## src/rtl/sub32_pipe.sv

```systemverilog
// sub32_pipe: two-stage pipelined 32-bit subtractor (a + ~b + 1) with valid/ready handshakes.
//
// Stage 1 adds the low SPLIT bits and registers the partial difference, the carry into bit
// SPLIT, and the upper operand slices. Stage 2 finishes the upper bits with that carry and
// registers the full result. Outputs come straight from the stage-2 registers.
//
// Parameters:
//   SPLIT       stage-1/stage-2 bit boundary, multiple of 4 in 4..28 (default 16)
// Ports:
//   clk         clock, rising edge
//   rst         synchronous active-high reset
//   in_valid    operand pair offered
//   in_ready    operand pair accepted this cycle
//   in_a/in_b   minuend / subtrahend
//   out_valid   result presented
//   out_ready   consumer takes the result this cycle
//   out_diff    in_a - in_b modulo 2^32
//   out_borrow  1 iff in_a < in_b unsigned
//   out_eq/out_lt/out_ltu  equal, signed less-than, unsigned less-than
// Optional feature macro: SUB32_FLAGS_EN enables the out_eq/out_lt/out_ltu ports and logic.

module sub32_pipe #(
    parameter int unsigned SPLIT = 16
) (
    input  logic        clk,
    input  logic        rst,
    input  logic        in_valid,
    output logic        in_ready,
    input  logic [31:0] in_a,
    input  logic [31:0] in_b,
    output logic        out_valid,
    input  logic        out_ready,
    output logic [31:0] out_diff,
`ifdef SUB32_FLAGS_EN
    output logic        out_borrow,
    output logic        out_eq,
    output logic        out_lt,
    output logic        out_ltu
`else
    output logic        out_borrow
`endif
);

    localparam int unsigned HiW = 32 - SPLIT;

    // Stage 1 state
    logic             r_s1_valid;
    logic [SPLIT-1:0] r_s1_lo;
    logic             r_s1_carry;
    logic [HiW-1:0]   r_s1_a_hi;
    logic [HiW-1:0]   r_s1_b_hi;

    // Stage 2 state (drives the outputs)
    logic             r_s2_valid;
    logic [31:0]      r_s2_diff;
    logic             r_s2_borrow;

    logic             w_adv1;
    logic             w_adv2;
    logic             w_accept;
    logic [SPLIT:0]   w_lo_sum;
    logic [HiW:0]     w_hi_sum;
    logic [31:0]      w_diff;

    always_comb begin
        w_adv2   = !r_s2_valid || out_ready;
        w_adv1   = !r_s1_valid || w_adv2;
        // Gated by rst so an upstream never sees a handshake that reset will discard.
        in_ready = w_adv1 && !rst;
        w_accept = in_valid && in_ready;
    end

    // Low slice: the "+1" of two's-complement negation enters as the carry-in here.
    always_comb begin
        w_lo_sum = {1'b0, in_a[SPLIT-1:0]} + {1'b0, ~in_b[SPLIT-1:0]}
                 + {{SPLIT{1'b0}}, 1'b1};
    end

    // High slice finishes with the carry registered at the stage boundary.
    always_comb begin
        w_hi_sum = {1'b0, r_s1_a_hi} + {1'b0, ~r_s1_b_hi} + {{HiW{1'b0}}, r_s1_carry};
        w_diff   = {w_hi_sum[HiW-1:0], r_s1_lo};
    end

    always_ff @(posedge clk) begin
        if (rst) begin
            r_s1_valid <= 1'b0;
            r_s1_lo    <= '0;
            r_s1_carry <= 1'b0;
            r_s1_a_hi  <= '0;
            r_s1_b_hi  <= '0;
        end else if (w_adv1) begin
            r_s1_valid <= w_accept;
            if (w_accept) begin
                r_s1_lo    <= w_lo_sum[SPLIT-1:0];
                r_s1_carry <= w_lo_sum[SPLIT];
                r_s1_a_hi  <= in_a[31:SPLIT];
                r_s1_b_hi  <= in_b[31:SPLIT];
            end
        end
    end

    always_ff @(posedge clk) begin
        if (rst) begin
            r_s2_valid  <= 1'b0;
            r_s2_diff   <= '0;
            r_s2_borrow <= 1'b0;
        end else if (w_adv2) begin
            r_s2_valid <= r_s1_valid;
            if (r_s1_valid) begin
                r_s2_diff   <= w_diff;
                r_s2_borrow <= !w_hi_sum[HiW];
            end
        end
    end

    assign out_valid  = r_s2_valid;
    assign out_diff   = r_s2_diff;
    assign out_borrow = r_s2_borrow;

`ifdef SUB32_FLAGS_EN
    logic r_s2_eq;
    logic r_s2_lt;
    logic r_s2_ltu;
    logic w_ovf;

    // Signed overflow: operand signs differ and the result sign differs from the minuend.
    always_comb begin
        w_ovf = (r_s1_a_hi[HiW-1] ^ r_s1_b_hi[HiW-1]) && (w_diff[31] ^ r_s1_a_hi[HiW-1]);
    end

    always_ff @(posedge clk) begin
        if (rst) begin
            r_s2_eq  <= 1'b0;
            r_s2_lt  <= 1'b0;
            r_s2_ltu <= 1'b0;
        end else if (w_adv2 && r_s1_valid) begin
            r_s2_eq  <= (w_diff == 32'd0);
            r_s2_lt  <= w_diff[31] ^ w_ovf;
            r_s2_ltu <= !w_hi_sum[HiW];
        end
    end

    assign out_eq  = r_s2_eq;
    assign out_lt  = r_s2_lt;
    assign out_ltu = r_s2_ltu;
`endif

endmodule

```

## config.mk

```make
export PLATFORM = sky130hd
export DESIGN_NAME = sub32_pipe
export DESIGN_NICKNAME = d
export VERILOG_FILES = /design/src/rtl/sub32_pipe.sv
export SDC_FILE = /design/constraint.sdc
export NUM_CORES = 1
export LEC_CHECK = 0
export BUFFER_PORTS_ARGS = -buffer_cell sky130_fd_sc_hd__buf_4
export CAP_MARGIN = 20
export CORE_UTILIZATION = 58
export DETAILED_ROUTE_END_ITERATION = 7
export GPL_TIMING_DRIVEN = 0
export HOLD_SLACK_MARGIN = 0.15
export MAX_ROUTING_LAYER = met4
export PLACE_DENSITY_LB_ADDON = 0.2
export SYNTH_ARGS = -nofsm -noshare
export SYNTH_HDL_FRONTEND = slang
export SYNTH_SLANG_ARGS = --single-unit
```

## constraint.sdc

```tcl
create_clock -name clk -period 4.84 [get_ports clk]
set_input_delay 0.484 -clock clk [delete_from_list [all_inputs] [get_ports clk]]
set_output_delay 0.484 -clock clk [all_outputs]
set_load 0.05 [all_outputs]
```

==> flow_summary_export.csv <==
group,metric,value,unit
power_and_ir_drop,switching_share,33.2,%
power_and_ir_drop,p_sw,604,µW
route,drt_iter0_markers,204,
sta,fmax,364,MHz
power_and_ir_drop,clock_power_share,27.4,%
sta,fin_crit_sh,56.7,%
worst_hold_path,hold_class,"in -> reg",
outcome,status,"finished clean",
yosys,ys_seq_elements,84,
power_and_ir_drop,p_int,1220,µW
route,firstDrtPassIters,7,
clocking,clock_path_buffers,2,
sta,setup_viol,0,
die,row_count,31,
route,wl_per_cell,15.6,µm
global_route,grt-ovfl-total,0,
yosys,yosysWarnings,0,
global_route,grt_max_degree,14,
global_route,grt_util_all_layers,30.9,%
clocking,cts.hold.buffers_added,0,
yosys,synthCells,569,
sta,rsz0062_at_grt,"false",
yosys,async_reset_ff_share,0,%
clocking,clock_latency,350,ps
sta,finalClockSkew,10.4,ps
placement,gp_congestion,0.966,
route,wirelength,12300,µm
die,num_io_pins,103,
worst_setup_path,cp_max_fo,3,
power_and_ir_drop,power_leakage,0.00254,µW
worst_setup_path,ff2ff_path_depth,10,
clocking,cts_root_buf,"clkbuf_8",
clocking,cts_tree,"done",
final_layout,final_common_cell,"nand2_1",
placement,dp_hpwl,9430,µm
power_and_ir_drop,seqPwrFrac,43.0,%
final_layout,area_delta_synth_final,24.0,%
worst_setup_path,cp.arrival,2990,ps
clocking,post_cts_buffers,0,
final_layout,fin_nets,783,
job,drv_cap,0,
yosys,syn_area,4490,µm²
worst_setup_path,path_class,"reg -> reg",
global_route,first_global_vias,4084,
route,vias,4560,
die,core_area,7370,µm²
global_route,grt_pass1_wl,19500,µm
placement,dpl_worst_slack,2180,ps
yosys,synth_cell_types,52,
yosys,syn_nets,671,
route,drc,0,
clocking,cts_resized,0,
worst_setup_path,cp-start-kind,"flop",
yosys,synth.avg_cell_area,7.90,µm²
power_and_ir_drop,total_power,1820,µW
sta,max_slew_margin,56.4,%
final_layout,insertedDiodeCount,0,
clocking,htree_levels,3,
sta,setup-tns-final,0,ps
final_layout,drive_above_1_share,18.7,%
sta,period_minus_slack,2750,ps
die,start_util,61.0,%
sta,timing.hold.ws,309,ps
sta,hold_violations,0,
power_and_ir_drop,p_per_area,327,nW/µm²
final_layout,n_fill_cell,608,
yosys,synth_top_area_share,37.4,%
die,die_h,90.0,µm
yosys,synth_ff_type,"dfxtp_1",
route,postRouteAntennaNets,0,
clocking,cts.clk_slew.worst_paths,90,ps
yosys,ys_seq_area_share,37.4,%
placement,port_buffers,101,
power_and_ir_drop,peakVddDrop,212,µV
sta,worst_pin_slew,655,ps
sta,final_max_slew_viol_count,0,
route,viasPerCell,5.81,
worst_hold_path,min_path_cells,3,
sta,layout_setup_ws,2090,ps
yosys,synth-edff-count,0,
global_route,antenna_found_initial,0,
yosys,yosysTopAreaCell,"dfxtp_1",
power_and_ir_drop,combPwrFrac,29.6,%
clocking,clock_sinks,84,
worst_setup_path,worstSetupEndpointType,"flop",
die,die_area,8100,µm²
worst_setup_path,worstPathRequired,5080,ps
clocking,cts_buffers,9,
die,die_x,90.0,µm
yosys,synth_area_leaders,"dfxtp_1, nand2_1, ha_1",
final_layout,final_cell_mix,"nand2_1, buf_4, dfxtp_1, a21oi_1, inv_1",
power groups by stage:
stage / Combinational (µW) / Sequential [µW] / Clock [µW]
after floorplan: 305 / 857 / 0
after global placement: 516 / 795 / 0
after detailed placement: 530 / 796 / 0
after CTS: 534 / 781 / 506
after global routing: 586 / 787 / 537
final: 539 / 782 / 499
per-stage QoR:
step,instances,utilization [%],area [µm²]
after floorplan,569,-,4490
after global placement,769,72.9,5380
after detailed placement,769,72.9,5380
after CTS,785,75.6,5570
after global routing,785,75.6,5570
final,785,75.6,5570
cell usage after synthesis (3+ instances only):
library cell	instances
nand2_1	109
dfxtp_1	84
a21oi_1	43
inv_1	42
nand3_1	39
ha_1	31
nor2_1	26
o31ai_1	22
o21ai_0	17
clkbuf_1	16
a211oi_1	14
nor3_1	13
a21o_1	12
xnor2_1	12
buf_1	9
nand2b_1	8
o21ai_1	8
o21a_1	4
a21oi_2	3
a31oi_1	3
a32o_1	3
and3_1	3
buf_2	3
fa_1	3
mux2i_1	3
nor2b_1	3
or3_1	3
xor2_1	3
final timing paths:
| path | startpoint | to | slack, ps |
|---|---|---|---|
| setup / recovery | r_s1_carry | out_diff[28] | 2090 |
| setup reg to reg | r_s1_carry | out_diff[28] | 2090 |
| hold reg to reg | out_diff[6] | out_diff[6] | 460 |
| hold / removal | in_a[28] | r_s1_a_hi[12] | 310 |
area by class of cell:
class                   instances  area [µm²]  share of cell area, %
multi-input cells             415        2540                   45.7
inverters                      42         158                   2.83
repair buffers                101         758                   13.6
well taps                      99         124                   2.22
clock inverters                 3        46.3                  0.831
clock buffers                  13         149                   2.67
flip-flops and latches         84        1680                   30.2
plain buffers                  28         109                   1.95
flip-flops by register name (all words and copies together) (netlist names):
signal      flops
r_s1_valid      1
out_borrow      1
r_s1_b_hi      16
r_s1_carry      1
r_s1_a_hi      16
out_diff       32
r_s1_lo        16
out_valid       1
logic make-up after synthesis:
group / share of synthesized area, %
AND/OR/NAND/NOR: 21.1
buffers and inverters: 5.93
XOR/XNOR: 2.92
AO/OA/AOI/OAI: 22.0
adder cells (fa/ha/maj): 9.97
multiplexers: 0.668
flip-flops: 37.4
worst max-delay path, stage by stage, from the launching register on:
cell and delay (ps):
dfxtp_1 330, inv_1 60, fa_1 450, inv_1 90, fa_1 250, a211oi_1 110
o21ai_1 230, or3b_1 430, a21boi_1 260, mux2i_1 330, nand2_1 90
routing by layer:
metal / vias to the layer above / GRT usage, % / share of wire (%)
met3: 26 / 6.26 / 7.4
met2: 188 / 47.7 / 46
li1: 2199 / - / -
met5: - / - / 0
met4: 0 / 9.14 / 2.1
met1: 2147 / 40.8 / 44
Note: power is estimated with default switching activity, not from simulation.
